### config.mk
export PLATFORM = sky130hd
export DESIGN_NAME = fractal_pixel_scheduler
export DESIGN_NICKNAME = d
export VERILOG_FILES = /design/src/rtl/fractal_pixel_scheduler.sv
export SDC_FILE = /design/constraint.sdc
export NUM_CORES = 2
export LEC_CHECK = 0
export CORE_MARGIN = 4
export CORE_UTILIZATION = 25
export CTS_CLUSTER_DIAMETER = 60
export DETAILED_ROUTE_END_ITERATION = 8
export DONT_BUFFER_PORTS = 1
export PLACE_DENSITY = 0.34
export SLEW_MARGIN = 20
export SYNTH_ARGS = -nofsm -noshare
export SYNTH_HDL_FRONTEND = slang
export SYNTH_SLANG_ARGS = --single-unit
export TNS_END_PERCENT = 30
### constraint.sdc
create_clock -name clk -period 62.9 [get_ports clk]
set_input_delay 6.29 -clock clk [delete_from_list [all_inputs] [get_ports clk]]
set_output_delay 6.29 -clock clk [all_outputs]
set_load 0.02 [all_outputs]
### src/rtl/fractal_pixel_scheduler.sv
// fractal_pixel_scheduler
// Head/tail controller for a closed ring of fractal kernel stages. New pixels
// go into free ring slots. Unfinished slots are recirculated. Finished slots
// are retired to a single-entry result register.
// Optional statistics counters are built when FRACTAL_SCHEDULER_STATS_EN is
// defined.
// The round trip is RING_LATENCY cycles including this block's output
// register, so the ring holds exactly RING_LATENCY slots.
module fractal_pixel_scheduler #(
   parameter int DATA_WIDTH   = 32,
   parameter int TAG_WIDTH    = 21,
   parameter int RING_LATENCY = 64
) (
   input  logic                  clk,
   input  logic                  rst,
   input  logic                  s_valid,
   output logic                  s_ready,
   input  logic [DATA_WIDTH-1:0] s_cr,
   input  logic [DATA_WIDTH-1:0] s_ci,
   input  logic [TAG_WIDTH-1:0]  s_tag,
   input  logic [DATA_WIDTH-1:0] ring_zr_in,
   input  logic [DATA_WIDTH-1:0] ring_zi_in,
   input  logic [DATA_WIDTH-1:0] ring_cr_in,
   input  logic [DATA_WIDTH-1:0] ring_ci_in,
   input  logic [7:0]            ring_iter_in,
   input  logic                  ring_finished_in,
   output logic [DATA_WIDTH-1:0] ring_zr_out,
   output logic [DATA_WIDTH-1:0] ring_zi_out,
   output logic [DATA_WIDTH-1:0] ring_cr_out,
   output logic [DATA_WIDTH-1:0] ring_ci_out,
   output logic [7:0]            ring_iter_out,
   output logic                  ring_finished_out,
   output logic                  m_valid,
   input  logic                  m_ready,
   output logic [7:0]            m_iter,
   output logic [TAG_WIDTH-1:0]  m_tag,
   output logic                  idle
`ifdef FRACTAL_SCHEDULER_STATS_EN
   ,
   output logic [31:0]           stat_accepted,
   output logic [31:0]           stat_retired,
   output logic [31:0]           stat_stalls
`endif
);

   localparam int CNT_W = $clog2(RING_LATENCY + 1);

   // Occupancy and tag travel beside the ring data. Stage 0 loads on the same
   // edge as ring_*_out, and the last stage lines up with ring_*_in.
   logic [RING_LATENCY-1:0] dl_occ;
   logic [TAG_WIDTH-1:0]    dl_tag [RING_LATENCY];
   logic                    tail_occ;
   logic [TAG_WIDTH-1:0]    tail_tag;

   logic                    res_free;
   logic                    recirc;
   logic                    retire;
   logic                    stall;
   logic                    accept;

   logic [DATA_WIDTH-1:0]   nxt_zr, nxt_zi, nxt_cr, nxt_ci;
   logic [7:0]              nxt_iter;
   logic                    nxt_fin;
   logic                    nxt_occ;
   logic [TAG_WIDTH-1:0]    nxt_tag;

   logic [CNT_W-1:0]        inflight_cnt;

   assign tail_occ = dl_occ[RING_LATENCY-1];
   assign tail_tag = dl_tag[RING_LATENCY-1];

   // A finished slot that cannot retire keeps circulating, so it still owns
   // its slot and blocks injection.
   assign res_free = !m_valid || m_ready;
   assign recirc   = tail_occ && (!ring_finished_in || !res_free);
   assign retire   = tail_occ && ring_finished_in && res_free;
   assign stall    = tail_occ && ring_finished_in && !res_free;
   assign s_ready  = !recirc;
   assign accept   = s_valid && s_ready;
   assign idle     = (inflight_cnt == '0) && !m_valid;

   // Select what goes into the head slot this cycle.
   always_comb begin
      nxt_zr   = '0;
      nxt_zi   = '0;
      nxt_cr   = '0;
      nxt_ci   = '0;
      nxt_iter = '0;
      nxt_fin  = 1'b0;
      nxt_occ  = 1'b0;
      nxt_tag  = '0;
      if (recirc) begin
         nxt_zr   = ring_zr_in;
         nxt_zi   = ring_zi_in;
         nxt_cr   = ring_cr_in;
         nxt_ci   = ring_ci_in;
         nxt_iter = ring_iter_in;
         nxt_fin  = ring_finished_in;
         nxt_occ  = 1'b1;
         nxt_tag  = tail_tag;
      end else if (accept) begin
         nxt_cr   = s_cr;
         nxt_ci   = s_ci;
         nxt_occ  = 1'b1;
         nxt_tag  = s_tag;
      end
   end

   // Ring head register and occupancy/tag delay line.
   always_ff @(posedge clk or posedge rst) begin
      if (rst) begin
         ring_zr_out       <= '0;
         ring_zi_out       <= '0;
         ring_cr_out       <= '0;
         ring_ci_out       <= '0;
         ring_iter_out     <= '0;
         ring_finished_out <= 1'b0;
         dl_occ            <= '0;
         for (int i = 0; i < RING_LATENCY; i++) dl_tag[i] <= '0;
      end else begin
         ring_zr_out       <= nxt_zr;
         ring_zi_out       <= nxt_zi;
         ring_cr_out       <= nxt_cr;
         ring_ci_out       <= nxt_ci;
         ring_iter_out     <= nxt_iter;
         ring_finished_out <= nxt_fin;
         dl_occ            <= {dl_occ[RING_LATENCY-2:0], nxt_occ};
         dl_tag[0]         <= nxt_tag;
         for (int i = 1; i < RING_LATENCY; i++) dl_tag[i] <= dl_tag[i-1];
      end
   end

   // Result register holds its contents until the consumer takes them.
   always_ff @(posedge clk or posedge rst) begin
      if (rst) begin
         m_valid <= 1'b0;
         m_iter  <= '0;
         m_tag   <= '0;
      end else if (retire) begin
         m_valid <= 1'b1;
         m_iter  <= ring_iter_in;
         m_tag   <= tail_tag;
      end else if (m_valid && m_ready) begin
         m_valid <= 1'b0;
      end
   end

   // Count of occupied ring slots. A retire and an accept in the same cycle
   // cancel out.
   always_ff @(posedge clk or posedge rst) begin
      if (rst) begin
         inflight_cnt <= '0;
      end else begin
         case ({accept, retire})
            2'b10:   inflight_cnt <= inflight_cnt + 1'b1;
            2'b01:   inflight_cnt <= inflight_cnt - 1'b1;
            default: inflight_cnt <= inflight_cnt;
         endcase
      end
   end

`ifdef FRACTAL_SCHEDULER_STATS_EN
   // Free-running wrap-around event counters.
   always_ff @(posedge clk or posedge rst) begin
      if (rst) begin
         stat_accepted <= '0;
         stat_retired  <= '0;
         stat_stalls   <= '0;
      end else begin
         if (accept) stat_accepted <= stat_accepted + 32'd1;
         if (retire) stat_retired  <= stat_retired + 32'd1;
         if (stall)  stat_stalls   <= stat_stalls + 32'd1;
      end
   end
`endif

endmodule

==> key figures <==
Timing
  – Slew headroom: 0.328
  – Max Freq: between 0.07 and 0.08 GHz
  – Setup-failing EPs final: 0
  – Worst-Margin Slew: between 1 and 1.5 ns
  – Max Slew Vio Count: 0
  – Final period util: 0.217
  – RSZ-0062 raised after global routing: false
  – Clk_skew: 0.0260 ns
  – Setup WS post-layout: a little under 50 ns
  – Setup TNS: 0 ns
  – Final hold violations: 0
  – WHS: 0.330 ns
  – Tmin final: 13.63 ns

Outcome
  – Status: complete, no violations

Die
  – Row count: 150
  – Die Ht: about 420 um
  – Die ar.: 0.175 sq mm
  – Core area: 0.167 sq mm
  – Die Wd: between 400 and 500 um
  – Top-level port count: between 300 and 400
  – Starting Density: 0.252

Finish
  – P&R area growth vs syn: 19.7%
  – Fillers: about 16000
  – Layout cell share with drive strength beyond 1: 0.138
  – Fin nets: 2420

Pwr
  – Sw frac: 0.209
  – PD cells: 41.0 mW/mm^2
  – Static leakage: about 24 nW
  – Sequential share of power: 0.522
  – Clock network power share: 0.462
  – Logic pwr share: 0.016
  – NetSw: about 0.43 mW
  – Cell-internal power: about 1.6 mW
  – Worst VDD drop: between 0.00002 and 0.00003 V

Setup path
  – Crit path required time: ~57 ns
  – Worst R2R Setup Slack: slightly below 60 ns
  – Crit Path Category: input pin to output pin
  – Worst-path maximum fanout: 36
  – Worst path arrival time: 7.34 ns
  – Startpoint Class: input pin
  – Worst Setup End Kind: output pin

Global route
  – Initial antenna violation count: 42
  – Largest net degree at the start of global routing: just under 200
  – Vias in the first global route: 18600
  – Total grt overflow: 0
  – First-pass GRT wire length: between 100000 and 150000 um
  – Tot GR Track Use: 0.0960

Job
  – Max-cap violation count: 0

Synthesis
  – Synth top area share: 0.940
  – Mapped Avg Cell Area: just over 20 sq um
  – Syn Inst Count: just over 2000
  – Syn. warnings: 0
  – Top post-synthesis cells by area: dfrtp_1 94%, nand2_1 1.6%, and2_1 1.1%
  – Commonest cells in the netlist: 1582 x dfrtp_1, 177 x nand2_1, 72 x and2_1
  – Async SR Flop Fraction: 1.00
  – Ys flop type: dfrtp_1
  – Count leader, synth: dfrtp_1
  – FF+latch count, synth: between 1500 and 2000
  – Post-synth design cell area: 0.0421 sq mm
  – Syn Nets: ~2300
  – Number of synthesized flops with an enable pin: 0
  – Seq/Total Area, Yosys: 0.940
  – Yosys top cell by area: dfrtp_1
  – Synth cell types: 38

Routing
  – Antenna-violating nets left: 0
  – WL final: between 80000 and 90000 um
  – Post-route DRC: 0
  – Via Count: approximately 16000
  – Drt pass-1 iters: 6
  – Via density: 3.59
  – Iteration-0 DRC Markers: roughly 1100
  – WL/cell: between 15 and 20 um

Clocking
  – CTS Buf Count: 167
  – Worst-path clk slew: 0.06 ns
  – Max clock buf depth: 3
  – CTS tree: yes
  – H-Tree Depth: 4
  – Root buffer cell: clkbuf_16
  – Skew-Pair Late Insertion Delay: ~0.76 ns
  – Hold buffer count at cts: 0
  – Post-CTS resize count: 0
  – Clock sink total: 1582
  – Post-CTS Setup Bufs: 0

Placed design
  – Post-DP HPWL: around 50000 um
  – Post-place setup slack: around 50 ns
  – IO buf count: 0
  – Final Wtd Congestion: about 0.77

Min path
  – Hold Path Class: flop to flop
per-layer routing:
layer | GRT usage | vias to the layer above | wire (um)
met3 | 0.0339 | 214 | 5750
met2 | 0.142 | 395 | 38600
met5 | 0.00472 | - | 13
met4 | 0.0504 | 2 | 3180
li1 | - | 6769 | -
met1 | 0.124 | 8934 | 34200
metrics by stage:
stage / utilization / area, sq um / total power, mW / instances
2_1_floorplan: - / 42100 / 1.12 / 2048
3_3_place_gp: 0.268 / 44800 / 1.13 / 4225
3_5_place_dp: 0.268 / 44800 / 1.13 / 4225
4_1_cts: 0.300 / 50300 / 2.11 / 4523
5_1_grt: 0.301 / 50400 / 2.16 / 4543
6_report: 0.301 / 50400 / 2.07 / 4549
worst max-delay path, stage by stage:
cell and delay (ns):
nand2b_1 0.21, a21boi_4 0.66, inv_2 0.18
registers in the layout, summed over array words and instances (netlist names), 21 cells and up:
signal,flops
dl_occ,64
dl_tag,1323
m_tag,21
ring_ci_out,32
ring_cr_out,32
ring_zi_out,32
ring_zr_out,32
tail_tag,21
worst paths after layout:
path	depth (start not counted)	start	to
min in group asynchronous	1	rst	tail_tag[4]$_DFF_PP0_
max in group asynchronous	5	rst	dl_tag[726]$_DFF_PP0_
hold reg to reg	0	dl_tag[237]$_DFF_PP0_	dl_tag[216]$_DFF_PP0_
setup / recovery	3	m_ready	s_ready
hold / removal	0	dl_tag[237]$_DFF_PP0_	dl_tag[216]$_DFF_PP0_
setup reg to reg	11	m_valid$_DFFE_PP0P_	inflight_cnt[6]$_DFFE_PP0P_
cell families after synthesis:
| logic type | after synthesis | share of synthesized area |
|---|---|---|
| compound gates | 98 | 0.0126 |
| xor+xnor | 8 | 0.00166 |
| fa+ha+maj | 3 | 0.000891 |
| buf+inv | 49 | 0.00606 |
| flops | 1582 | 0.940 |
| mux | 30 | 0.00802 |
| simple gates | 278 | 0.0309 |
layout make-up:
class | count | area, sq um | share of cell area
Antenna cell | 25 | 62.6 | 0.00124
Clock buffer | 251 | 5000 | 0.0991
Clock inverter | 47 | 478 | 0.00948
Inverter | 3 | 18.8 | 0.000372
Multi-Input combinational cell | 417 | 2280 | 0.0453
Sequential cell | 1582 | 39600 | 0.785
Tap cell | 2204 | 2760 | 0.0547
Timing Repair Buffer | 20 | 226 | 0.00449
power groups by stage:
stage	Combinational [mW]	Clock [mW]	Sequential [mW]
after floorplan	0.0273	0	1.09
after global placement	0.0340	0	1.10
after detailed placement	0.0355	0	1.10
after CTS	0.0356	0.998	1.08
after global routing	0.0400	1.04	1.08
final	0.0334	0.954	1.08
cell usage in the layout (no fill, tap or decap), drive strengths merged, types with 3 or more instances in the layout:
cell and n:
nor2 6, a211oi 3, clkinv 24, nand3 3, ha 3, xnor2 4
clkinvlp 6, dfrtp 1582, nand2 177, a21oi 4, xor2 4, inv 15
nor3 3, bufinv 5, diode 25, buf 20, o21ai 86, clkbuf 251
mux2 30, and2 72
(Power assumes the default switching activity.)
